--- config.mk ---
export PLATFORM = sky130hd
export DESIGN_NAME = forward_flat
export DESIGN_NICKNAME = d
export VERILOG_FILES = /design/src/rtl/forward_if.sv /design/src/rtl/forward.sv /design/src/flat_wrapper.sv
export SDC_FILE = /design/constraint.sdc
export NUM_CORES = 2
export LEC_CHECK = 0
export BUFFER_PORTS_ARGS = -buffer_cell sky130_fd_sc_hd__buf_2
export CAP_MARGIN = 20
export CORE_MARGIN = 3
export CORE_UTILIZATION = 64
export CTS_BUF_LIST = sky130_fd_sc_hd__clkbuf_8
export DETAILED_ROUTE_END_ITERATION = 8
export PLACE_DENSITY = 0.79
export SYNTH_ARGS = -nofsm -noshare
export SYNTH_HDL_FRONTEND = slang
export SYNTH_SLANG_ARGS = --single-unit
--- constraint.sdc ---
create_clock -name clk -period 25.9 [get_ports clk]
set_input_delay 7.77 -clock clk [delete_from_list [all_inputs] [get_ports clk]]
set_output_delay 7.77 -clock clk [all_outputs]
set_load 0.02 [all_outputs]
--- src/rtl/forward_if.sv ---
// Stream-side bundle of the forward 3D convolution engine: weight and input
// load strobes, the reload request, and the result handshake.
interface forward_if;
  logic        weight_valid;
  logic [31:0] weight_data;
  logic        weight_reload;
  logic        valid_in;
  logic [31:0] input_data;
  logic        in_ready;
  logic        valid_out;
  logic        ready_out;
  logic [31:0] output_data;
  logic        out_last;

  // Producer / consumer side (the stream source and result sink).
  modport master (
    output weight_valid,
    output weight_data,
    output weight_reload,
    output valid_in,
    output input_data,
    input  in_ready,
    input  valid_out,
    output ready_out,
    input  output_data,
    input  out_last
  );

  // Engine side.
  modport slave (
    input  weight_valid,
    input  weight_data,
    input  weight_reload,
    input  valid_in,
    input  input_data,
    output in_ready,
    output valid_out,
    input  ready_out,
    output output_data,
    output out_last
  );
endinterface

--- src/rtl/forward.sv ---
// Forward (direct) valid-mode strided 3D convolution, single channel, no bias.
// Loads a KD x KH x KW kernel and a D x H x W volume, then computes each output
// with one serial multiply-accumulate per cycle and streams saturated results.
module forward #(
  parameter int D  = 4,
  parameter int H  = 4,
  parameter int W  = 5,
  parameter int KD = 2,
  parameter int KH = 3,
  parameter int KW = 2,
  parameter int SD = 1,
  parameter int SH = 1,
  parameter int SW = 2
) (
  input logic     clk,
  input logic     rst_n,
  forward_if.slave bus
);

  localparam int OD  = (D - KD) / SD + 1;
  localparam int OH  = (H - KH) / SH + 1;
  localparam int OW  = (W - KW) / SW + 1;
  localparam int KT  = KD * KH * KW;
  localparam int NX  = D * H * W;

  localparam int TA  = (KT > 1) ? $clog2(KT) : 1;
  localparam int XA  = (NX > 1) ? $clog2(NX) : 1;
  localparam int KDW = (KD > 1) ? $clog2(KD) : 1;
  localparam int KHW = (KH > 1) ? $clog2(KH) : 1;
  localparam int KWW = (KW > 1) ? $clog2(KW) : 1;
  localparam int ODW = (OD > 1) ? $clog2(OD) : 1;
  localparam int OHW = (OH > 1) ? $clog2(OH) : 1;
  localparam int OWW = (OW > 1) ? $clog2(OW) : 1;

  localparam logic signed [39:0] SAT_MAX = 40'sh007FFFFFFF;
  localparam logic signed [39:0] SAT_MIN = 40'shFF80000000;

  typedef enum logic [1:0] {
    W_LOAD = 2'd0,
    X_LOAD = 2'd1,
    MAC    = 2'd2,
    EMIT   = 2'd3
  } state_t;

  state_t state_q, state_d;

  logic [TA-1:0]  wcnt_q, wcnt_d;
  logic [XA-1:0]  xcnt_q, xcnt_d;
  logic [TA-1:0]  tap_q,  tap_d;
  logic [KDW-1:0] kd_q,   kd_d;
  logic [KHW-1:0] kh_q,   kh_d;
  logic [KWW-1:0] kw_q,   kw_d;
  logic [ODW-1:0] od_q,   od_d;
  logic [OHW-1:0] oh_q,   oh_d;
  logic [OWW-1:0] ow_q,   ow_d;
  logic signed [39:0] acc_q, acc_d;

  // Kernel and volume storage; contents are deliberately not reset.
  logic signed [15:0] wmem [KT];
  logic signed [15:0] xmem [NX];

  logic               w_we;
  logic               x_we;
  logic               reload_take;
  logic               last_tap;
  logic               last_pos;
  logic [XA-1:0]      x_addr;
  logic signed [15:0] w_rd;
  logic signed [15:0] x_rd;
  logic signed [31:0] prod;
  logic [31:0]        sat_data;
  logic               unused_hi;

  // The upper half of each stream word carries no information for this block.
  assign unused_hi = ^{bus.weight_data[31:16], bus.input_data[31:16]};

  // A reload request only counts before the first sample of a volume arrives;
  // it wins over a sample strobe presented in the same cycle.
  assign reload_take = (state_q == X_LOAD) && bus.weight_reload && (xcnt_q == '0);
  assign w_we        = (state_q == W_LOAD) && bus.weight_valid;
  assign x_we        = (state_q == X_LOAD) && bus.valid_in && !reload_take;

  assign last_tap = (tap_q == TA'(KT - 1));
  assign last_pos = (od_q == ODW'(OD - 1)) && (oh_q == OHW'(OH - 1)) &&
                    (ow_q == OWW'(OW - 1));

  // Raster address of the input sample under the current kernel tap.
  assign x_addr = XA'((int'(od_q) * SD + int'(kd_q)) * (H * W) +
                      (int'(oh_q) * SH + int'(kh_q)) * W +
                      int'(ow_q) * SW + int'(kw_q));

  assign w_rd = wmem[tap_q];
  assign x_rd = xmem[x_addr];
  assign prod = 32'(w_rd) * 32'(x_rd);

  // Kernel tap write port.
  always_ff @(posedge clk) begin
    if (w_we) begin
      wmem[wcnt_q] <= bus.weight_data[15:0];
    end
  end

  // Input sample write port.
  always_ff @(posedge clk) begin
    if (x_we) begin
      xmem[xcnt_q] <= bus.input_data[15:0];
    end
  end

  // State, counter and accumulator registers.
  always_ff @(posedge clk or negedge rst_n) begin
    if (!rst_n) begin
      state_q <= W_LOAD;
      wcnt_q  <= '0;
      xcnt_q  <= '0;
      tap_q   <= '0;
      kd_q    <= '0;
      kh_q    <= '0;
      kw_q    <= '0;
      od_q    <= '0;
      oh_q    <= '0;
      ow_q    <= '0;
      acc_q   <= '0;
    end else begin
      state_q <= state_d;
      wcnt_q  <= wcnt_d;
      xcnt_q  <= xcnt_d;
      tap_q   <= tap_d;
      kd_q    <= kd_d;
      kh_q    <= kh_d;
      kw_q    <= kw_d;
      od_q    <= od_d;
      oh_q    <= oh_d;
      ow_q    <= ow_d;
      acc_q   <= acc_d;
    end
  end

  // Next-state logic: load sequencing, kernel walk, output walk.
  always_comb begin
    state_d = state_q;
    wcnt_d  = wcnt_q;
    xcnt_d  = xcnt_q;
    tap_d   = tap_q;
    kd_d    = kd_q;
    kh_d    = kh_q;
    kw_d    = kw_q;
    od_d    = od_q;
    oh_d    = oh_q;
    ow_d    = ow_q;
    acc_d   = acc_q;

    case (state_q)
      W_LOAD: begin
        if (bus.weight_valid) begin
          if (wcnt_q == TA'(KT - 1)) begin
            wcnt_d  = '0;
            state_d = X_LOAD;
          end else begin
            wcnt_d = wcnt_q + TA'(1);
          end
        end
      end

      X_LOAD: begin
        if (reload_take) begin
          wcnt_d  = '0;
          state_d = W_LOAD;
        end else if (bus.valid_in) begin
          if (xcnt_q == XA'(NX - 1)) begin
            xcnt_d  = '0;
            tap_d   = '0;
            kd_d    = '0;
            kh_d    = '0;
            kw_d    = '0;
            acc_d   = '0;
            state_d = MAC;
          end else begin
            xcnt_d = xcnt_q + XA'(1);
          end
        end
      end

      MAC: begin
        acc_d = acc_q + {{8{prod[31]}}, prod};
        if (last_tap) begin
          tap_d   = '0;
          kd_d    = '0;
          kh_d    = '0;
          kw_d    = '0;
          state_d = EMIT;
        end else begin
          tap_d = tap_q + TA'(1);
          if (kw_q == KWW'(KW - 1)) begin
            kw_d = '0;
            if (kh_q == KHW'(KH - 1)) begin
              kh_d = '0;
              kd_d = kd_q + KDW'(1);
            end else begin
              kh_d = kh_q + KHW'(1);
            end
          end else begin
            kw_d = kw_q + KWW'(1);
          end
        end
      end

      EMIT: begin
        if (bus.ready_out) begin
          if (last_pos) begin
            od_d    = '0;
            oh_d    = '0;
            ow_d    = '0;
            xcnt_d  = '0;
            state_d = X_LOAD;
          end else begin
            acc_d   = '0;
            state_d = MAC;
            if (ow_q == OWW'(OW - 1)) begin
              ow_d = '0;
              if (oh_q == OHW'(OH - 1)) begin
                oh_d = '0;
                od_d = od_q + ODW'(1);
              end else begin
                oh_d = oh_q + OHW'(1);
              end
            end else begin
              ow_d = ow_q + OWW'(1);
            end
          end
        end
      end

      default: begin
        state_d = W_LOAD;
      end
    endcase
  end

  // Clamp the 40-bit accumulator into the signed 32-bit result range.
  always_comb begin
    sat_data = acc_q[31:0];
    if (acc_q > SAT_MAX) begin
      sat_data = 32'h7FFF_FFFF;
    end else if (acc_q < SAT_MIN) begin
      sat_data = 32'h8000_0000;
    end
  end

  // Result stays stable through EMIT because the accumulator only moves in MAC.
  assign bus.in_ready    = (state_q == W_LOAD) || (state_q == X_LOAD);
  assign bus.valid_out   = (state_q == EMIT);
  assign bus.out_last    = (state_q == EMIT) && last_pos;
  assign bus.output_data = sat_data;

endmodule

--- src/flat_wrapper.sv ---
// flat-port wrapper written by rule: the top's interface ports become plain ports
module forward_flat 
#(
  parameter int D  = 4,
  parameter int H  = 4,
  parameter int W  = 5,
  parameter int KD = 2,
  parameter int KH = 3,
  parameter int KW = 2,
  parameter int SD = 1,
  parameter int SH = 1,
  parameter int SW = 2
)
  (clk, rst_n, bus_weight_valid, bus_weight_data, bus_weight_reload, bus_valid_in, bus_input_data, bus_in_ready, bus_valid_out, bus_ready_out, bus_output_data, bus_out_last);
  forward_if bus_i ();
  input logic clk;
  input logic rst_n;
  input wire logic [$bits(bus_i.weight_valid)-1:0] bus_weight_valid;
  input wire logic [$bits(bus_i.weight_data)-1:0] bus_weight_data;
  input wire logic [$bits(bus_i.weight_reload)-1:0] bus_weight_reload;
  input wire logic [$bits(bus_i.valid_in)-1:0] bus_valid_in;
  input wire logic [$bits(bus_i.input_data)-1:0] bus_input_data;
  output wire logic [$bits(bus_i.in_ready)-1:0] bus_in_ready;
  output wire logic [$bits(bus_i.valid_out)-1:0] bus_valid_out;
  input wire logic [$bits(bus_i.ready_out)-1:0] bus_ready_out;
  output wire logic [$bits(bus_i.output_data)-1:0] bus_output_data;
  output wire logic [$bits(bus_i.out_last)-1:0] bus_out_last;
  assign bus_i.weight_valid = bus_weight_valid;
  assign bus_i.weight_data = bus_weight_data;
  assign bus_i.weight_reload = bus_weight_reload;
  assign bus_i.valid_in = bus_valid_in;
  assign bus_i.input_data = bus_input_data;
  assign bus_in_ready = bus_i.in_ready;
  assign bus_valid_out = bus_i.valid_out;
  assign bus_i.ready_out = bus_ready_out;
  assign bus_output_data = bus_i.output_data;
  assign bus_out_last = bus_i.out_last;
  forward #(.D(D), .H(H), .W(W), .KD(KD), .KH(KH), .KW(KW), .SD(SD), .SH(SH), .SW(SW)) u_core (.clk(clk), .rst_n(rst_n), .bus(bus_i));
endmodule
==> metrics.json <==
{
  "worst_skew_pair.late_latency": {"value": 0.92, "unit": "ns"},
  "layout_cell_share_with_drive_strength_beyond_1": {"value": 23.06, "unit": "%"},
  "drtIter0Drc": {"value": 4154},
  "hold_viol": {"value": 0},
  "drtPass1Iterations": {"value": 6},
  "finish.net_count": {"value": 4771},
  "die-width": {"value": 340.2, "unit": "um"},
  "netlist-cell-type-count": {"value": 65},
  "required_worst_endpoint": {"value": 26.63, "unit": "ns"},
  "synth.yosys.seq_area_share": {"value": 64.11, "unit": "%"},
  "routedWlPerCell": {"value": 27.56, "unit": "um"},
  "synth_common_cells": {"value": "sky130_fd_sc_hd__edfxtp_1, sky130_fd_sc_hd__mux4_2, sky130_fd_sc_hd__inv_1, sky130_fd_sc_hd__fa_1, sky130_fd_sc_hd__nor2_1"},
  "netlist_instances": {"value": 3997},
  "synth-warning-count": {"value": 0},
  "antenna_found_initial": {"value": 8},
  "max_slew_margin": {"value": 24.94, "unit": "%"},
  "rsz_0062_raised_after_global_routing": {"value": "false"},
  "most_frequent_cell_after_synthesis": {"value": "sky130_fd_sc_hd__edfxtp_1"},
  "via_count": {"value": 38190},
  "synth.top_cell.area_share": {"value": 61.84, "unit": "%"},
  "run_status": {"value": "complete, no violations"},
  "synthesis.nets": {"value": 4483},
  "yosys.area.top_type": {"value": "sky130_fd_sc_hd__edfxtp_1"},
  "worst_setup_sp_type": {"value": "flip-flop"},
  "critPathSlowestCell": {"value": "sky130_fd_sc_hd__ha_4"},
  "globalRouteOverflowTotal": {"value": 0},
  "synth_edf_count": {"value": 1472},
  "clkTransAtPathRegs": {"value": 0.06, "unit": "ns"},
  "finalWirelength": {"value": 164.3, "unit": "mm"},
  "vias_per_cell": {"value": 6.406},
  "post-dp-hpwl": {"value": 101.2, "unit": "mm"},
  "vias_in_the_first_global_route": {"value": 39370},
  "gp_congestion": {"value": 0.9190},
  "synth_top_flop_cell": {"value": "sky130_fd_sc_hd__edfxtp_1"},
  "place.port_buffers": {"value": 72},
  "timing_max_transition_violations_final": {"value": 0},
  "data_arrival_time_of_the_worst_path": {"value": 15.50, "unit": "ns"},
  "grt_max_degree": {"value": 108},
  "wl_met2": {"value": 82.80, "unit": "mm"},
  "yosys_register_bits": {"value": 1537},
  "h-tree-depth": {"value": 4},
  "track_usage": {"value": 29.24, "unit": "%"},
  "critPathCaptureType": {"value": "flip-flop"},
  "worst_case_clock_skew": {"value": 0.1156, "unit": "ns"},
  "path_max_fanout": {"value": 92},
  "tritoncts": {"value": "yes"},
  "ant_nets": {"value": 0},
  "syn-cell-area": {"value": 71480, "unit": "sq um"},
  "longest_individual_stage_delay_on_the_worst_path": {"value": 0.85, "unit": "ns"},
  "maxUsedRoutingLayer": {"value": "met5"},
  "rrSetupSlack": {"value": 11.13, "unit": "ns"},
  "wl_met1": {"value": 60.43, "unit": "mm"},
  "most_used_cell_along_the_critical_path": {"value": "sky130_fd_sc_hd__fa_1"},
  "initial_utilization": {"value": 65.03, "unit": "%"},
  "worst_slew_pin_slew": {"value": 1.125, "unit": "ns"},
  "cts_hold_buf": {"value": 0},
  "totalNegativeSetupSlack": {"value": 0, "unit": "ns"},
  "finalWorstPathRequiredPeriod": {"value": 14.77, "unit": "ns"},
  "core-area": {"value": 109900, "unit": "sq um"},
  "die_area": {"value": 115700, "unit": "sq um"},
  "post-route-drc-count": {"value": 0},
  "cts-root-buf": {"value": "sky130_fd_sc_hd__clkbuf_8"},
  "max_freq": {"value": 67.70, "unit": "MHz"},
  "global_route_wire_length_before_repair": {"value": 248.5, "unit": "mm"},
  "maximum_buffer_depth_of_the_clock_tree": {"value": 3},
  "cap_viol_max_count": {"value": 0},
  "crit_type": {"value": "flip-flop to flip-flop"},
  "setup-violations-final": {"value": 0},
  "clock_sinks": {"value": 1537},
  "num_rows": {"value": 121},
  "avgSynthCellArea": {"value": 17.88, "unit": "sq um"},
  "area_delta_synth_final": {"value": 10.05, "unit": "%"},
  "design.portCount": {"value": 105},
  "timing.final.crit_share": {"value": 57.03, "unit": "%"},
  "dr_wl_met3": {"value": 13.67, "unit": "mm"},
  "tritoncts.num_buffers": {"value": 228},
  "hp-class": {"value": "flip-flop to flip-flop"},
  "postSynth.asyncResetShare": {"value": 4.229, "unit": "%"},
  "post_cts.resized_instances": {"value": 0},
  "floorplan_die_height": {"value": 340.2, "unit": "um"},
  "post_synth_main_area_contributors": {"value": "sky130_fd_sc_hd__edfxtp_1, sky130_fd_sc_hd__mux4_2, sky130_fd_sc_hd__fa_1"},
  "post_cts.repair.setup_buffers": {"value": 0}
}
==> registers in the layout, summed over array words and instances, names as in the netlist <==
register,cells
u_core.xcnt_q,7
u_core.kh_q,2
u_core.ow_q,1
u_core.od_q,2
u_core.wcnt_q,4
u_core.kd_q,1
u_core.kw_q,1
u_core.state_q,2
u_core.wmem,192
u_core.xmem,1280
u_core.acc_q,40
u_core.oh_q,1
u_core.tap_q,4
==> layout by cell type (no fill, tap or decap), types with 11 or more instances in the layout <==
| master | instances |
|---|---|
| sky130_fd_sc_hd__a21o_1 | 71 |
| sky130_fd_sc_hd__a21oi_1 | 58 |
| sky130_fd_sc_hd__and2_1 | 23 |
| sky130_fd_sc_hd__buf_2 | 71 |
| sky130_fd_sc_hd__buf_4 | 135 |
| sky130_fd_sc_hd__clkbuf_8 | 230 |
| sky130_fd_sc_hd__clkinv_1 | 73 |
| sky130_fd_sc_hd__clkinv_2 | 26 |
| sky130_fd_sc_hd__dfrtp_1 | 64 |
| sky130_fd_sc_hd__edfxtp_1 | 1472 |
| sky130_fd_sc_hd__fa_1 | 266 |
| sky130_fd_sc_hd__ha_1 | 147 |
| sky130_fd_sc_hd__inv_1 | 413 |
| sky130_fd_sc_hd__mux2i_1 | 17 |
| sky130_fd_sc_hd__mux4_2 | 464 |
| sky130_fd_sc_hd__nand2_1 | 218 |
| sky130_fd_sc_hd__nand2b_1 | 23 |
| sky130_fd_sc_hd__nand3_1 | 24 |
| sky130_fd_sc_hd__nand4_1 | 11 |
| sky130_fd_sc_hd__nor2_1 | 231 |
| sky130_fd_sc_hd__nor2_2 | 30 |
| sky130_fd_sc_hd__nor2b_1 | 22 |
| sky130_fd_sc_hd__nor3_1 | 20 |
| sky130_fd_sc_hd__o211ai_1 | 11 |
| sky130_fd_sc_hd__o21a_1 | 25 |
| sky130_fd_sc_hd__o21ai_0 | 83 |
| sky130_fd_sc_hd__xnor2_1 | 46 |
| sky130_fd_sc_hd__xor2_1 | 18 |
==> layer usage <==
layer	global-route usage, %	vias to the layer above
met3	5.498	354
met2	46.89	2003
met5	0	-
met4	13.92	2
li1	-	15950
met1	39.60	19880
==> cell type report <==
type                    instances  area [sq um]
clock inverters               195          1159
repair buffers                217          1567
diodes                          5         12.51
well taps                    1476          1847
multi-input cells            1960         23800
clock buffers                 230          3166
inverters                     341          1280
fillers                      6571         31250
flip-flops and latches       1537         45830
==> path summary, 6_finish.rpt <==
path	start	end	cells after the start
max in group asynchronous	rst_n	u_core.tap_q[0]$_DFFE_PN0P_	1
min in group asynchronous	rst_n	u_core.acc_q[18]$_DFFE_PN0P_	1
worst max-delay path	u_core.oh_q$_DFFE_PN0P_	u_core.acc_q[39]$_DFFE_PN0P_	42
worst min register to register	u_core.acc_q[11]$_DFFE_PN0P_	u_core.acc_q[11]$_DFFE_PN0P_	2
worst max register to register	u_core.oh_q$_DFFE_PN0P_	u_core.acc_q[39]$_DFFE_PN0P_	42
worst min-delay path	u_core.acc_q[11]$_DFFE_PN0P_	u_core.acc_q[11]$_DFFE_PN0P_	2
==> cells by family (layout without fill, tap and decap cells) <==
logic type | count (synthesis) | in the layout | share of synthesized area (%)
simple gates | 645 | 645 | 3.921
other cells | 0 | 5 | 0
mux | 498 | 498 | 15.19
buf+inv | 500 | 983 | 2.843
flops | 1537 | 1537 | 64.11
xor+xnor | 68 | 68 | 0.8332
fa+ha+maj | 416 | 416 | 10.09
compound gates | 333 | 333 | 3.016
==> stage by stage <==
step	instances	utilization (%)	worst slack [ns]	area (sq um)	hold slack, ns
floorplan	3997	-	14.35	71480	0.4726
global placement	5522	67.49	11.04	74180	0.4992
detailed placement	5523	67.52	10.99	74210	0.5037
CTS	5948	71.45	10.87	78540	0.5198
global route	5960	71.57	10.08	78660	0.5428
finish	5961	71.57	11.13	78670	0.5206
==> worst max-delay path, delay by kind of cell (launching register included) <==
family / cells / cell delay [ns]
compound gates: 14 / 3.06
xor+xnor: 2 / 0.39
fa+ha+maj: 10 / 5.07
buf+inv: 8 / 2.65
flops: 1 / 0.42
mux: 4 / 2.21
simple gates: 4 / 0.65
Power is left out: the tool's default activity adds up to more than one toggle a clock period on the data nets, which glitch-free logic cannot reach.
